[src/rtl/fc_seq_ctrl.sv]
// fc_seq_ctrl -- sequencer wrapped around a binarized fully-connected layer.
//
// Streams BEATS 16-bit pixel beats into the FC layer. It then waits for the
// layer's result strobe, captures all class scores, and runs an argmax over
// them at one score per cycle. The winning class and score are presented on
// a valid/ready output port.
//
// Ports
//   clk, rst_n      : clock (rising edge), asynchronous active-low reset
//   s_valid/s_ready : upstream beat handshake, s_data = 16 binarized pixels
//   fc_valid_in     : beat strobe to the FC layer, fc_pixels = beat data
//   fc_valid_out    : FC result strobe, fc_scores = NUM_CLASSES x 9-bit scores
//   m_valid/m_ready : result handshake, m_class = argmax index, m_score = max
//   busy            : frame in progress (any state but FEED, or beats pending)
//   err_timeout     : sticky watchdog flag
//
// Configuration
//   FC_SEQ_TIMEOUT_EN : when defined, WAIT gives up after TIMEOUT_CYCLES
//                       cycles without fc_valid_out, sets err_timeout and
//                       returns to FEED without producing a result. When
//                       undefined, WAIT waits forever and err_timeout is 0.
module fc_seq_ctrl #(
    parameter int BEATS          = 25,
    parameter int NUM_CLASSES    = 10,
    parameter int TIMEOUT_CYCLES = 16
) (
    input  logic                     clk,
    input  logic                     rst_n,
    input  logic                     s_valid,
    output logic                     s_ready,
    input  logic [15:0]              s_data,
    output logic                     fc_valid_in,
    output logic [15:0]              fc_pixels,
    input  logic                     fc_valid_out,
    input  logic [9*NUM_CLASSES-1:0] fc_scores,
    output logic                     m_valid,
    input  logic                     m_ready,
    output logic [3:0]               m_class,
    output logic [8:0]               m_score,
    output logic                     busy,
    output logic                     err_timeout
);

    localparam int CW = (BEATS > 1) ? $clog2(BEATS) : 1;
    // Scan index runs one past the last class: that extra step publishes
    // the result, which puts m_valid NUM_CLASSES+1 edges after capture.
    localparam int IW = $clog2(NUM_CLASSES + 1);

    typedef enum logic [1:0] {
        FEED = 2'd0,
        WAIT = 2'd1,
        SCAN = 2'd2,
        OUT  = 2'd3
    } state_t;

    state_t                       state, state_nx;
    logic [CW-1:0]                beat_cnt, beat_cnt_nx;
    logic [IW-1:0]                scan_idx, scan_idx_nx;
    logic [NUM_CLASSES-1:0][8:0]  scores_r;
    logic                         load_scores;
    logic [8:0]                   best_score, best_score_nx;
    logic [3:0]                   best_idx, best_idx_nx;
    logic [3:0]                   m_class_r, m_class_nx;
    logic [8:0]                   m_score_r, m_score_nx;
    logic [8:0]                   cur_score;
    logic                         timeout_hit;

    // Score under examination this cycle.
    always_comb begin
        cur_score = '0;
        for (int k = 0; k < NUM_CLASSES; k++) begin
            if (scan_idx == IW'(k)) cur_score = scores_r[k];
        end
    end

`ifdef FC_SEQ_TIMEOUT_EN
    localparam int TW = (TIMEOUT_CYCLES > 1) ? $clog2(TIMEOUT_CYCLES) : 1;

    logic [TW-1:0] wait_cnt;
    logic          err_r;

    // A result arriving on the last allowed cycle still wins over the watchdog.
    assign timeout_hit = (state == WAIT) && !fc_valid_out &&
                         (wait_cnt == TW'(TIMEOUT_CYCLES - 1));

    always_ff @(posedge clk or negedge rst_n) begin
        if (!rst_n) begin
            wait_cnt <= '0;
            err_r    <= 1'b0;
        end else begin
            if (state == WAIT && !fc_valid_out && !timeout_hit)
                wait_cnt <= wait_cnt + 1'b1;
            else
                wait_cnt <= '0;
            if (timeout_hit) err_r <= 1'b1;
        end
    end

    assign err_timeout = err_r;
`else
    assign timeout_hit = 1'b0;
    assign err_timeout = 1'b0;
`endif

    // Next state, datapath updates and the upstream/FC-side outputs.
    always_comb begin
        state_nx      = state;
        beat_cnt_nx   = beat_cnt;
        scan_idx_nx   = scan_idx;
        best_score_nx = best_score;
        best_idx_nx   = best_idx;
        m_class_nx    = m_class_r;
        m_score_nx    = m_score_r;
        load_scores   = 1'b0;
        s_ready       = 1'b0;
        fc_valid_in   = 1'b0;
        fc_pixels     = '0;

        case (state)
            FEED: begin
                s_ready     = 1'b1;
                fc_valid_in = s_valid;
                fc_pixels   = s_data;
                if (s_valid) begin
                    if (beat_cnt == CW'(BEATS - 1)) begin
                        beat_cnt_nx = '0;
                        state_nx    = WAIT;
                    end else begin
                        beat_cnt_nx = beat_cnt + 1'b1;
                    end
                end
            end

            WAIT: begin
                if (fc_valid_out) begin
                    load_scores = 1'b1;
                    scan_idx_nx = '0;
                    state_nx    = SCAN;
                end else if (timeout_hit) begin
                    state_nx = FEED;
                end
            end

            SCAN: begin
                if (scan_idx == IW'(NUM_CLASSES)) begin
                    m_class_nx  = best_idx;
                    m_score_nx  = best_score;
                    scan_idx_nx = '0;
                    state_nx    = OUT;
                end else begin
                    // Strict compare: equal scores keep the earlier index.
                    if (scan_idx == '0 || cur_score > best_score) begin
                        best_score_nx = cur_score;
                        best_idx_nx   = 4'(scan_idx);
                    end
                    scan_idx_nx = scan_idx + 1'b1;
                end
            end

            OUT: begin
                if (m_ready) state_nx = FEED;
            end

            default: state_nx = FEED;
        endcase
    end

    always_ff @(posedge clk or negedge rst_n) begin
        if (!rst_n) begin
            state      <= FEED;
            beat_cnt   <= '0;
            scan_idx   <= '0;
            scores_r   <= '0;
            best_score <= '0;
            best_idx   <= '0;
            m_class_r  <= '0;
            m_score_r  <= '0;
        end else begin
            state      <= state_nx;
            beat_cnt   <= beat_cnt_nx;
            scan_idx   <= scan_idx_nx;
            if (load_scores) scores_r <= fc_scores;
            best_score <= best_score_nx;
            best_idx   <= best_idx_nx;
            m_class_r  <= m_class_nx;
            m_score_r  <= m_score_nx;
        end
    end

    assign m_valid = (state == OUT);
    assign m_class = m_class_r;
    assign m_score = m_score_r;
    assign busy    = (state != FEED) || (beat_cnt != '0);

endmodule

[config.mk]
export PLATFORM = sky130hd
export DESIGN_NAME = fc_seq_ctrl
export DESIGN_NICKNAME = d
export VERILOG_FILES = /design/src/rtl/fc_seq_ctrl.sv
export SDC_FILE = /design/constraint.sdc
export NUM_CORES = 1
export LEC_CHECK = 0
export ABC_AREA = 1
export ABC_CLOCK_PERIOD_IN_PS = 6500
export BUFFER_PORTS_ARGS = -buffer_cell sky130_fd_sc_hd__clkbuf_2
export CAP_MARGIN = 30
export CORE_MARGIN = 2
export CORE_UTILIZATION = 35
export CTS_CLUSTER_SIZE = 25
export DETAILED_ROUTE_END_ITERATION = 12
export GPL_ROUTABILITY_DRIVEN = 0
export GPL_TIMING_DRIVEN = 0
export HOLD_SLACK_MARGIN = 0.12
export PLACE_DENSITY = 0.63
export SLEW_MARGIN = 20
export SYNTH_ARGS = -nofsm -noshare
export SYNTH_HDL_FRONTEND = slang
export SYNTH_SLANG_ARGS = --single-unit
[constraint.sdc]
create_clock -name clk -period 6.5 [get_ports clk]
set_clock_uncertainty 0.1 [all_clocks]
set_input_delay 0.325 -clock clk [delete_from_list [all_inputs] [get_ports clk]]
set_output_delay 0.325 -clock clk [all_outputs]
set_load 0.03 [all_outputs]
# After elaboration in Yosys (flattened, before gate mapping)
# Index checks and enable logic that the tools add are counted.
[totals] output_inout_bits=34 register_bits=127 elab_cells=77
[classes] bitwise_logic=1 mux=25 n_eq_ne=19 order_cmp=1 n_reduce_logical=12 addsub=2
[op_table] cell="$mux 9" n=10
[op_table] cell="$eq 4x3->1 const B" n=4
[op_table] cell="$mux 16" n=1
[op_table] cell="$eq 4x4->1 const B" n=3
[op_table] cell="$mux 2" n=5
[op_table] cell="$gt 9x9->1" n=1
[op_table] cell="$eq 4x2->1 const B" n=2
[op_table] cell="$mux 4" n=2
[op_table] cell="$ne 2x2->1 const B" n=4
[op_table] cell="$pmux 2 s4" n=1
[op_table] cell="$pmux 4 s2" n=1
[op_table] cell="$reduce_and 2->1" n=3
[op_table] cell="$add 5x1->5 const B" n=1
[op_table] cell="$eq 5x5->1 const B" n=1
[op_table] cell="$mux 5" n=1
[op_table] cell="$reduce_and 5->1" n=1
[op_table] cell="$reduce_bool 5->1" n=1
[op_table] cell="$add 4x1->4 const B" n=1
[op_table] cell="$eq 2x2->1 const B" n=2
[op_table] cell="$eq 4x1->1 const B" n=1
[op_table] cell="$logic_not 4->1" n=1
[op_table] cell="$mux 1" n=4
[op_table] cell="$reduce_bool 2->1" n=2
[op_table] cell="$reduce_and 3->1" n=1
[op_table] cell="other kinds (5)" n=6

# Depth between registers and ports, before layout
[logic_depth] depth_word=14 depth_mapped=23 ltp_nobuf=22

# Worst setup path before layout
# No wires, ideal clock.
[synth_timing] kind="reg-to-reg" startpoint="register scan_idx[2]" endpoint="register best_score[0]" period_less_slack_ns=2.586 slack_ns=3.914 arrival_ns=2.369 t_required_ns=6.283 setup_ns=0.117 stages_incl_launch_ff=20 path_cell_list="dfrtp_1 > buf_2 > nor2_8 > nand2_2 > buf_6 > or2_0 > nand2_1 > nand4_1 > nor2_2 > a31oi_1 > ha_1 > nand2_1 > nor3_1 > nand4_1 > nand2_1 > nand2_1 > nand2_2 > inv_2 > nand3_1 > nand2_1"
[synth_between] elab_chain_cells=14 word_cells_on_any_way=25
[synth_lines] item="from (decl)" line_no="58" source="logic [IW-1:0] scan_idx, scan_idx_nx;"
[synth_lines] item="from (signal assigned)" line_no="181" source="scan_idx <= scan_idx_nx;"
[synth_lines] item="$logic_not 4->1" line_no="72" source="if (scan_idx == IW'(k)) cur_score = scores_r[k];"
[synth_lines] item="$mux 9 (9 in series)" line_no="72"
[synth_lines] item="$mux 9 *" line_no="72"
[synth_lines] item="via cur_score[2]" line_no="65" source="logic [8:0] cur_score;"
[synth_lines] item="$gt 9x9->1 *" line_no="152" source="if (scan_idx == '0 || cur_score > best_score) begin"
[synth_lines] item="$logic_or 1x1->1 *" line_no="152"
[synth_lines] item="$reduce_and 3->1 (no source line) *"
[synth_lines] item="to (signal assigned)" line_no="183" source="best_score <= best_score_nx;"
[synth_lines] item="to (decl)" line_no="61" source="logic [8:0] best_score, best_score_nx;"
# The timed path passes the listed nets; every way through them passes the cells marked *.
# A chain may end at the register's enable or synchronous reset.

# Final worst setup path
[layout_timing] startpoint="register scan_idx[1]" endpoint="register best_score[4]"
[layout_between] elab_chain_cells=14 word_cells_on_any_way=25
[layout_lines] item="$logic_not 4->1" line_no="72"
[layout_lines] item="$mux 9 (9 in series)" line_no="72"
[layout_lines] item="$mux 9 *" line_no="72"
[layout_lines] item="via cur_score[4]" line_no="65"
[layout_lines] item="$gt 9x9->1" line_no="152"
[layout_lines] item="$logic_or 1x1->1" line_no="152"
[layout_lines] item="$reduce_and 3->1 (no source line)"
# Marks and branches as above.

==> impl_metrics.csv <==
group,metric,value,unit
clocking,cts_tree,"built",
critical_path,path_cells,"inv_2 -> nor2_4 -> nand3_1 -> or2_2 -> nand2_1 -> nand3_1 -> nand2_1 -> inv_1 -> ha_1 -> nand2_1 -> nor3_1 -> nand4_1 -> nand2_1 -> nand2_1 -> nand2_2 -> inv_2 -> nand3_1 -> nand2_1",
place,portBuffers,143,
yosys,syn_inst,803,
min_path,hp-class,"primary input to flop",
layout,fillers,1676,
global_routing,grt_pass1_vias,5554,
drt,num_vias,5952,
yosys,synth_top_cell_by_area,"dfrtp_1",
sta,clock.fmax,0.306,GHz
sta,max-slew-margin-rel,50.0,%
clocking,cts_root_buf,"clkbuf_16",
critical_path,critPathTopFamily,"simple AND/OR/NAND/NOR gates",
clocking,clock_path_buffers,2,
clocking,ctsResizeCount,0,
sta,fin_tns_setup,0,ps
yosys,async_reset_ff_share,100,%
yosys,yosysWarnings,0,
yosys,synth_edf_count,0,
yosys,syn_area,0.00617,mm^2
sta,fin_crit,3270,ps
sta,fin_crit_sh,50.3,%
clocking,cts.sink_count,127,
clocking,cts-htree-levels,4,
clocking,insertion_delay,430,ps
job,max_cap_violations,0,
critical_path,crit_arrival,3490,ps
yosys,ys_seq_area_share,51.5,%
power_and_ir_drop,pwr-share-seq,33.0,%
layout,drive_gt1_share,19.6,%
drt,post_drt_via_cell_ratio,4.60,
sta,hold_violations,0,
critical_path,critPathMaxFanout,9,
critical_path,slowest_delay,420,ps
power_and_ir_drop,p_leak,4.74,nW
sta,slew_viol_final,0,
critical_path,crit_buf_inv,3,
power_and_ir_drop,clkPwrFrac,25.6,%
critical_path,worstSetupEndpointType,"flop",
sta,holdWs,160,ps
drt,wl_per_cell,13.7,um
floorplanning,die_y,137,um
power_and_ir_drop,p_sw,1.59,mW
yosys,synth_top_area_share,51.5,%
floorplanning,rows,48,
layout,antenna_cells,0,
yosys,yosysMostFrequentCell,"nand2_1",
yosys,synthTopCellsByArea,"dfrtp_1 (51%), nand2_1 (23%), inv_1 (4.1%)",
floorplanning,die-width,137,um
place,dp_hpwl,12.6,mm
layout,syn2layout_area_growth,41.7,%
power_and_ir_drop,p_comb_share,41.4,%
sta,tightest_slew,750,ps
critical_path,cp-start-kind,"flop",
global_routing,overflow,0,
power_and_ir_drop,swShare,40.5,%
power_and_ir_drop,ir_drop,0.193,mV
global_routing,grt_pass1_wl,27.7,mm
power_and_ir_drop,internal-power,2.34,mW
global_routing,antenna_found_initial,0,
global_routing,grt_max_degree,74,
critical_path,required,6720,ps
drt,drt_iter0_markers,392,
yosys,synth-main-ff-cell,"dfrtp_1",
critical_path,crit_slowest_cell,"dfrtp_1",
outcome,outcome,"finished clean",
floorplanning,initial_utilization,35.7,%
yosys,synthDistinctLibCells,34,
clocking,clk_pin_slew_worst_paths,60,ps
sta,rsz0062_at_grt,"no",
floorplanning,io_pins,145,
critical_path,cp_common_cell,"nand2_1",
drt,antenna_left,0,
yosys,synth-seq-cells,127,
yosys,synth_common_cells,"nand2_1 (380), dfrtp_1 (127), inv_1 (68)",
critical_path,crit_type,"flop to flop",
floorplanning,coreArea,0.0173,mm^2
power_and_ir_drop,power_density,450,mW/mm^2
yosys,synth_nets,929,
layout,fin_nets,1183,
drt,routed_wl,17.8,mm
global_routing,track_usage,19.7,%
place,pre_cts_ws,3230,ps
floorplanning,die_area,0.0187,mm^2
sta,setup_viol,0,
drt,post-route-drc-count,0,
drt,drt_pass1_iterations,5,
sta,setup_slack,3230,ps
yosys,syn_avg_cell_area,7.69,um^2
clocking,cts_buffers,17,
-- sequential cells by signal (all words and copies together) (netlist names) --
signal,flops
scores_r,90
best_score,9
state,2
m_class,4
m_score,9
scan_idx,4
beat_cnt,5
best_idx,4
-- per-layer routing --
layer	up-vias	track usage, %	routed length (um)
met5	-	0	0
li1	3005	-	-
met1	2748	25.9	8030
met4	0	6.93	312
met3	27	4.56	949
met2	172	31.9	8510
-- cells by family after synthesis --
group	after synthesis	synth area share (%)
AO/OA/AOI/OAI	59	4.95
buffers and inverters	101	6.53
other	1	0.0608
flip-flops	127	51.5
adder cells (fa/ha/maj)	15	3.04
AND/OR/NAND/NOR	494	32.9
XOR/XNOR	1	0.142
multiplexers	5	0.912
-- path summary, 6_finish.rpt --
kind / start / end / slack [ps] / depth (start not counted)
worst max-delay path: scan_idx[1] / best_score[4] / 3230 / 18
worst min-delay path: s_valid / beat_cnt[3] / 160 / 4
worst max register to register: scan_idx[1] / best_score[4] / 3230 / 18
worst min register to register: scores_r[61] / scores_r[61] / 370 / 2
max in group asynchronous: rst_n / m_score[6] / 5230 / 3
min in group asynchronous: rst_n / scores_r[20] / 390 / 2
-- power by group through the flow --
stage | Clock (mW) | Sequential, mW | Combinational (mW)
floorplan | 0 | 1.29 | 1.10
global placement | 0 | 1.30 | 1.54
detailed placement | 0 | 1.31 | 1.58
CTS | 1.02 | 1.30 | 1.64
global route | 1.06 | 1.34 | 1.85
finish | 1.01 | 1.30 | 1.63
-- cells in the final DEF (no fill, tap or decap), types with 2 or more instances in the layout --
cell type	count
nand2_1	380
clkbuf_2	142
dfrtp_1	127
dlygate4sd3_1	91
inv_1	68
nand3_1	35
nor2_1	33
o21ai_0	30
a21oi_1	22
clkbuf_1	22
clkbuf_16	17
ha_1	15
nand4_1	12
or2_2	9
nor3_1	6
clkbuf_8	6
nor2_2	5
mux2_2	5
inv_2	4
buf_2	4
nor3b_1	4
clkinvlp_4	4
nand2_2	3
bufinv_16	3
buf_6	2
or2_0	2
a31oi_1	2
o22ai_1	2
clkinv_2	2
-- area by class of cell --
type	instances	area, um^2	area share [%]
clock buffer	23	498	5.69
inverter	72	270	3.09
tap	225	282	3.22
buffer	29	133	1.52
timing repair buffer	235	1660	19.0
multi-input combinational	575	2590	29.6
sequential	127	3180	36.3
clock inverter	9	130	1.49
-- worst reg2reg max path: cells and delay by family (launching register included) --
kind | cells | cell delay (ps)
simple gates | 14 | 2120
buf+inv | 3 | 260
fa+ha+maj | 1 | 270
flops | 1 | 420
-- stage by stage --
stage | cells | util (%) | cell area, um^2 | total power, mW
3_3_place_gp | 1171 | 41.4 | 7170 | 2.85
5_1_grt | 1295 | 50.6 | 8740 | 4.25
6_report | 1295 | 50.6 | 8740 | 3.94
3_5_place_dp | 1172 | 41.7 | 7210 | 2.89
2_1_floorplan | 803 | - | 6170 | 2.39
4_1_cts | 1295 | 50.6 | 8740 | 3.95
-- repair_timing --
item / in CTS / in global routing
buffers inserted: 0 / 0
endpoints found under the hold margin: 162 / 0
hold buffers: 91 / 0
Power figures use the tool's default switching activity.
